$ cat config.mk
export PLATFORM = sky130hd
export DESIGN_NAME = bt_cmd_decoder
export DESIGN_NICKNAME = d
export VERILOG_FILES = /design/src/rtl/bt_cmd_pkg.sv /design/src/rtl/bt_jump_dist.sv /design/src/rtl/bt_cmd_decoder.sv
export SDC_FILE = /design/constraint.sdc
export NUM_CORES = 1
export LEC_CHECK = 0
export ABC_AREA = 1
export CORE_MARGIN = 2
export CORE_UTILIZATION = 46
export DETAILED_ROUTE_END_ITERATION = 8
export PLACE_DENSITY = 0.72
export SLEW_MARGIN = 20
export SYNTH_ARGS = -nofsm -noshare
export SYNTH_HDL_FRONTEND = slang
export SYNTH_SLANG_ARGS = --single-unit
$ cat constraint.sdc
create_clock -name CLK -period 1.85 [get_ports CLK]
set_input_delay 0.2775 -clock CLK [delete_from_list [all_inputs] [get_ports CLK]]
set_output_delay 0.2775 -clock CLK [all_outputs]
set_load 0.02 [all_outputs]
$ cat src/rtl/bt_cmd_pkg.sv
// Shared command byte constants, acknowledge codes and FSM state type for
// the Bluetooth remote command decoder.
package bt_cmd_pkg;

  localparam logic [7:0] CMD_PREV      = 8'h01;
  localparam logic [7:0] CMD_NEXT      = 8'h02;
  localparam logic [7:0] CMD_VUP       = 8'h03;
  localparam logic [7:0] CMD_VDN       = 8'h04;
  localparam logic [7:0] CMD_JUMP_BASE = 8'h05;
  localparam logic [7:0] CMD_PLAY      = 8'h10;

  localparam logic [7:0] ACK_OK_MASK = 8'h80;
  localparam logic [7:0] ACK_ERR     = 8'hEE;

  typedef enum logic [1:0] {
    StIdle,
    StExec,
    StAck
  } state_e;

endpackage

$ cat src/rtl/bt_jump_dist.sv
// Combinational jump distance from cur to tgt: linear, or shortest path
// modulo NUM_TRACKS with ties resolved forward.
module bt_jump_dist #(
  parameter int unsigned NUM_TRACKS = 7,
  parameter int unsigned TRACK_W    = 3,
  parameter int unsigned WRAP       = 0
) (
  input  logic [TRACK_W-1:0] cur_i,
  input  logic [TRACK_W-1:0] tgt_i,
  output logic [TRACK_W-1:0] prev_o,
  output logic [TRACK_W-1:0] next_o
);

  localparam int unsigned   W1  = TRACK_W + 1;
  localparam logic [TRACK_W:0] N_W = W1'(NUM_TRACKS);

  logic [TRACK_W:0] fwd_raw, back_raw, fwd, back;

  always_comb begin
    fwd_raw  = {1'b0, tgt_i} - {1'b0, cur_i};
    back_raw = {1'b0, cur_i} - {1'b0, tgt_i};
    // A set top bit means the subtraction went negative; fold back into range.
    fwd      = fwd_raw[TRACK_W]  ? fwd_raw + N_W  : fwd_raw;
    back     = back_raw[TRACK_W] ? back_raw + N_W : back_raw;
    prev_o   = '0;
    next_o   = '0;
    if (WRAP != 0) begin
      if (fwd <= back) next_o = fwd[TRACK_W-1:0];
      else             prev_o = back[TRACK_W-1:0];
    end else begin
      if (fwd_raw[TRACK_W] || (fwd_raw == '0)) prev_o = back_raw[TRACK_W-1:0];
      else                                      next_o = fwd_raw[TRACK_W-1:0];
    end
  end

endmodule

$ cat src/rtl/bt_cmd_decoder.sv
// Decodes single-byte remote commands into action pulses, tracks volume and
// returns an acknowledge byte over a valid/ready handshake.
module bt_cmd_decoder
  import bt_cmd_pkg::*;
#(
  parameter int unsigned NUM_TRACKS = 7,
  parameter int unsigned TRACK_W    = 3,
  parameter int unsigned WRAP       = 0,
  parameter int unsigned VOL_W      = 4,
  parameter int unsigned VOL_MAX    = 15,
  parameter int unsigned VOL_INIT   = 8
) (
  input  logic               CLK,
  input  logic               RST,
  input  logic               RX_VALID,
  input  logic [7:0]         RX_DATA,
  input  logic [TRACK_W-1:0] CUR_TRACK,
  output logic               STEP_VALID,
  output logic [TRACK_W-1:0] STEP_PREV,
  output logic [TRACK_W-1:0] STEP_NEXT,
  output logic               VOL_UP,
  output logic               VOL_DOWN,
  output logic [VOL_W-1:0]   VOL_LEVEL,
  output logic               PLAY_PAUSE,
  output logic               TX_VALID,
  output logic [7:0]         TX_DATA,
  input  logic               TX_READY,
  output logic [7:0]         DROP_CNT
);

  localparam logic [TRACK_W:0] N_TRK    = (TRACK_W + 1)'(NUM_TRACKS);
  localparam logic [7:0]       JUMP_END = 8'(32'(CMD_JUMP_BASE) + NUM_TRACKS);
  localparam logic [VOL_W-1:0] VMAX     = VOL_W'(VOL_MAX);
  localparam logic [VOL_W-1:0] VINIT    = VOL_W'(VOL_INIT);

  state_e             state_q;
  logic [7:0]         cmd_q;
  logic [TRACK_W-1:0] cur_q;
  logic               step_valid_q, vol_up_q, vol_down_q, play_q, tx_valid_q;
  logic [TRACK_W-1:0] step_prev_q, step_next_q;
  logic [VOL_W-1:0]   vol_q;
  logic [7:0]         tx_data_q, drop_q;

  logic               step_d, vup_d, vdn_d, play_d, ok_d, cur_ok, jump_hit;
  logic [TRACK_W-1:0] prev_d, next_d, jd_prev, jd_next, tgt;
  logic [VOL_W-1:0]   vol_d;
  logic [7:0]         tx_data_d;

  // Modular subtraction keeps the low bits exact, so the target needs no wide math.
  assign tgt = cmd_q[TRACK_W-1:0] - CMD_JUMP_BASE[TRACK_W-1:0];

  bt_jump_dist #(
    .NUM_TRACKS(NUM_TRACKS),
    .TRACK_W   (TRACK_W),
    .WRAP      (WRAP)
  ) u_jump_dist (
    .cur_i (cur_q),
    .tgt_i (tgt),
    .prev_o(jd_prev),
    .next_o(jd_next)
  );

  always_comb begin
    cur_ok   = {1'b0, cur_q} < N_TRK;
    jump_hit = (cmd_q >= CMD_JUMP_BASE) && (cmd_q < JUMP_END);
    ok_d     = 1'b0;
    step_d   = 1'b0;
    prev_d   = '0;
    next_d   = '0;
    vup_d    = 1'b0;
    vdn_d    = 1'b0;
    play_d   = 1'b0;
    vol_d    = vol_q;
    case (cmd_q)
      CMD_PREV: if (cur_ok) begin
        ok_d   = 1'b1;
        step_d = 1'b1;
        prev_d = TRACK_W'(1);
      end
      CMD_NEXT: if (cur_ok) begin
        ok_d   = 1'b1;
        step_d = 1'b1;
        next_d = TRACK_W'(1);
      end
      CMD_VUP: begin
        ok_d = 1'b1;
        if (vol_q < VMAX) begin
          vup_d = 1'b1;
          vol_d = vol_q + VOL_W'(1);
        end
      end
      CMD_VDN: begin
        ok_d = 1'b1;
        if (vol_q != '0) begin
          vdn_d = 1'b1;
          vol_d = vol_q - VOL_W'(1);
        end
      end
      CMD_PLAY: begin
        ok_d   = 1'b1;
        play_d = 1'b1;
      end
      default: if (jump_hit && cur_ok) begin
        ok_d   = 1'b1;
        step_d = 1'b1;
        prev_d = jd_prev;
        next_d = jd_next;
      end
    endcase
    tx_data_d = ok_d ? (ACK_OK_MASK | cmd_q) : ACK_ERR;
  end

  always_ff @(posedge CLK) begin
    if (RST) begin
      state_q      <= StIdle;
      cmd_q        <= '0;
      cur_q        <= '0;
      step_valid_q <= 1'b0;
      step_prev_q  <= '0;
      step_next_q  <= '0;
      vol_up_q     <= 1'b0;
      vol_down_q   <= 1'b0;
      vol_q        <= VINIT;
      play_q       <= 1'b0;
      tx_valid_q   <= 1'b0;
      tx_data_q    <= '0;
      drop_q       <= '0;
    end else begin
      step_valid_q <= 1'b0;
      vol_up_q     <= 1'b0;
      vol_down_q   <= 1'b0;
      play_q       <= 1'b0;
      // Bytes arriving outside IDLE, including on the ACK->IDLE edge, are lost.
      if (RX_VALID && (state_q != StIdle) && (drop_q != 8'hFF)) drop_q <= drop_q + 8'd1;
      case (state_q)
        StIdle: if (RX_VALID) begin
          cmd_q   <= RX_DATA;
          cur_q   <= CUR_TRACK;
          state_q <= StExec;
        end
        StExec: begin
          step_valid_q <= step_d;
          if (step_d) begin
            step_prev_q <= prev_d;
            step_next_q <= next_d;
          end
          vol_up_q   <= vup_d;
          vol_down_q <= vdn_d;
          vol_q      <= vol_d;
          play_q     <= play_d;
          tx_data_q  <= tx_data_d;
          tx_valid_q <= 1'b1;
          state_q    <= StAck;
        end
        StAck: if (TX_READY) begin
          tx_valid_q <= 1'b0;
          state_q    <= StIdle;
        end
        default: state_q <= StIdle;
      endcase
    end
  end

  assign STEP_VALID = step_valid_q;
  assign STEP_PREV  = step_prev_q;
  assign STEP_NEXT  = step_next_q;
  assign VOL_UP     = vol_up_q;
  assign VOL_DOWN   = vol_down_q;
  assign VOL_LEVEL  = vol_q;
  assign PLAY_PAUSE = play_q;
  assign TX_VALID   = tx_valid_q;
  assign TX_DATA    = tx_data_q;
  assign DROP_CNT   = drop_q;

endmodule

==> flow_summary.toml <==
[status]
status = "completed"

[grt]
grt_start_max_net_pins = 38
grt_pass1_wl_mm = 8.25
antenna_found_initial = 0
grt_pass1_vias = 1778
track_usage = 0.198
overflow = 0

[detailed_routing]
viasPerCell = 4.96
drtPass1Iterations = 4
wirelength_mm = 4.91
drt-wirelength-per-cell_um = 12.1
wl_met1_mm = 2.41
vias = 2008
ant_nets = 0
drc_errors = 0
wl_met2_mm = 2.23
met3RoutedLength_um = 200
highest_layer = "met4"
drtIter0Drc = 90

[yosys]
yosysTopAreaCell = "dfxtp_1"
yosys_warnings = 0
syn_inst = 289
yosys.cell_types.count = 29
ys_dominant_reg_cell = "dfxtp_1"
synth-seq-area-share = 0.406
synth_area_um2 = 2170
synth_seq_cells = 44
syn_avg_cell_area_um2 = 7.52
yosysTopAreaCellShare = 0.406
synth_nets = 319
yosys-top-cells-count = "44 x dfxtp_1, 44 x nand2_1, 43 x nor2_1, 32 x inv_1, 28 x o21ai_0"
synthTopCellsByArea = "dfxtp_1 41%, nand2_1 7.6%, nor2_1 7.4%"
synthArstFlopShare = 0
synth-edff-count = 0

[sta]
fin_crit_sh = 0.993
setup_viol = 0
finalHoldViolCount = 0
max_slew_margin = 0.676
finalSetupTns_ps = 0
fin_skew_ps = 5.73
rsz0062_at_grt = "true"
fmax_mhz = 545
finalCriticalPeriod_ps = 1840
worstMarginPinSlew_ps = 484
slew_viol_final = 0

[floorplanning]
initial_utilization = 0.489
coreArea_um2 = 4440
die_x_um = 72.7
die_y_um = 72.7
pin_count = 46
rows = 24
dieArea_um2 = 5290

[final_layout]
layout.cells.non_filler = 405
stdcell_area_um2 = 2970
syn_to_final_growth_pct = 36.8
drive_gt1_frac = 0.159
num_antenna_cells = 0
final_nets = 382

[run]
drv_cap = 0

[critical_path]
crit_type = "reg -> reg"
crit_path_end = "STEP_NEXT[2]$_SDFFE_PP0P_"
worstSetupStartpoint = "cmd_q[0]$_SDFFE_PP0P_"
start_kind = "register"
arrival_ps = 2090
crit_fanout = 4
r2r-end = "STEP_NEXT[2]$_SDFFE_PP0P_"
cp-end-kind = "register"
reg2reg_from = "cmd_q[0]$_SDFFE_PP0P_"
required_ps = 2100
rr_worst_depth = 11
regToRegSetupSlack_ps = 10

[placement]
gp_congestion = 0.826
dpl.cell_count = 392
place_hpwl_mm = 3.57
placed_area_um2 = 2760
io_buffers = 45

[pwr]
p_leak_nw = 1.25
p_per_area_nw_per_um2 = 796
ir_worst_vdd_uv = 451

[cts]
cts.clk_slew.worst_paths_ps = 90
clockBufferDepth = 2
root_buffer = "clkbuf_8"
cts_hold_buf = 0
numCtsBuffers = 5
clock_sinks = 44
cts_tree = "built"
htree_num_levels = 2
insertion_delay_ps = 300

[hold_path]
hold_path.class = "reg -> reg"
## through the flow
stage	util	total power [mW]	hold slack, ps	worst slack (ps)
2_1_floorplan	-	1.38	350	13.7
3_3_place_gp	0.620	1.55	453	29.0
3_5_place_dp	0.620	1.56	458	-58.4
4_1_cts	0.652	2.33	473	6.90
5_1_grt	0.668	2.49	500	-99.2
6_report	0.668	2.36	468	13.6
## registers in the layout, indices dropped and copies added (netlist names)
register,flops
TX_VALID,1
cur_q,3
STEP_PREV,3
VOL_DOWN,1
PLAY_PAUSE,1
VOL_UP,1
state_q,2
STEP_VALID,1
cmd_q,8
VOL_LEVEL,4
DROP_CNT,8
STEP_NEXT,3
TX_DATA,8
## cell families after synthesis
| group | share of synthesized area |
|---|---|
| adder cells (fa/ha/maj) | 0.0968 |
| buffers and inverters | 0.0743 |
| AND/OR/NAND/NOR | 0.267 |
| AO/OA/AOI/OAI | 0.140 |
| flip-flops | 0.406 |
| XOR/XNOR | 0.0161 |
## per-layer routing
layer,vias to the layer above,track usage
li1,1063,-
met1,893,0.267
met2,45,0.306
met3,7,0.0552
met4,0,0.0638
met5,-,0
## cell type report
| class | count | area (um2) |
|---|---|---|
| inverters | 35 | 136 |
| multi-input cells | 204 | 1190 |
| flip-flops and latches | 44 | 885 |
| well taps | 52 | 65.1 |
| clock inverters | 3 | 46.3 |
| fillers | 397 | 1470 |
| clock buffers | 5 | 68.8 |
| repair buffers | 62 | 578 |
## worst max-delay path, cell delays in order, from the launching register on
cell	delay (ps)
dfxtp_2	360
inv_4	60
ha_4	160
xnor2_1	120
ha_1	360
nand2_1	90
o21ai_2	190
inv_2	70
buf_4	130
nor3_1	120
nand2_1	80
nand2_1	60
## layout by cell type (no fill, tap or decap), types with 2 or more instances in the layout
cell	instances
a21oi_1	22
a21oi_2	3
buf_4	17
clkbuf_8	5
clkdlybuf4s50_1	45
dfxtp_1	41
dfxtp_2	3
fa_1	3
ha_1	9
ha_4	3
inv_1	28
inv_2	4
inv_4	2
nand2_1	44
nand2_2	2
nand2_4	2
nand3_1	17
nand3_2	4
nand4_1	3
nor2_1	42
nor2_2	4
nor2_4	3
nor3_1	4
nor4_1	2
o21ai_0	26
o21ai_1	2
xnor2_1	2
xor2_1	2
## how the worst min path moves through the flow
stage / slack, ps / cells after the start / from / endpoint
2_1_floorplan: 350 / 1 / RST / STEP_VALID$_SDFF_PP0_
3_3_place_gp: 450 / 2 / STEP_NEXT[2]$_SDFFE_PP0P_ / STEP_NEXT[2]$_SDFFE_PP0P_
3_5_place_dp: 460 / 2 / DROP_CNT[4]$_SDFFE_PP0P_ / DROP_CNT[4]$_SDFFE_PP0P_
4_1_cts: 470 / 2 / DROP_CNT[4]$_SDFFE_PP0P_ / DROP_CNT[4]$_SDFFE_PP0P_
5_1_grt: 500 / 2 / DROP_CNT[4]$_SDFFE_PP0P_ / DROP_CNT[4]$_SDFFE_PP0P_
6_report: 470 / 2 / STEP_NEXT[1]$_SDFFE_PP0P_ / STEP_NEXT[1]$_SDFFE_PP0P_
## power breakdown
part | internal (mW) | total, mW | switching, mW
Combinational | 0.259 | 0.574 | 0.315
Sequential | 0.996 | 1.03 | 0.0371
Clock | 0.407 | 0.757 | 0.350
## repair_timing
item / in CTS / in global routing
pin swaps: 2 / 9
setup endpoints to repair: 2 / 8
resized for setup: 3 / 14
setup buffers: 1 / 4
Note: power is estimated with default switching activity, not from simulation.
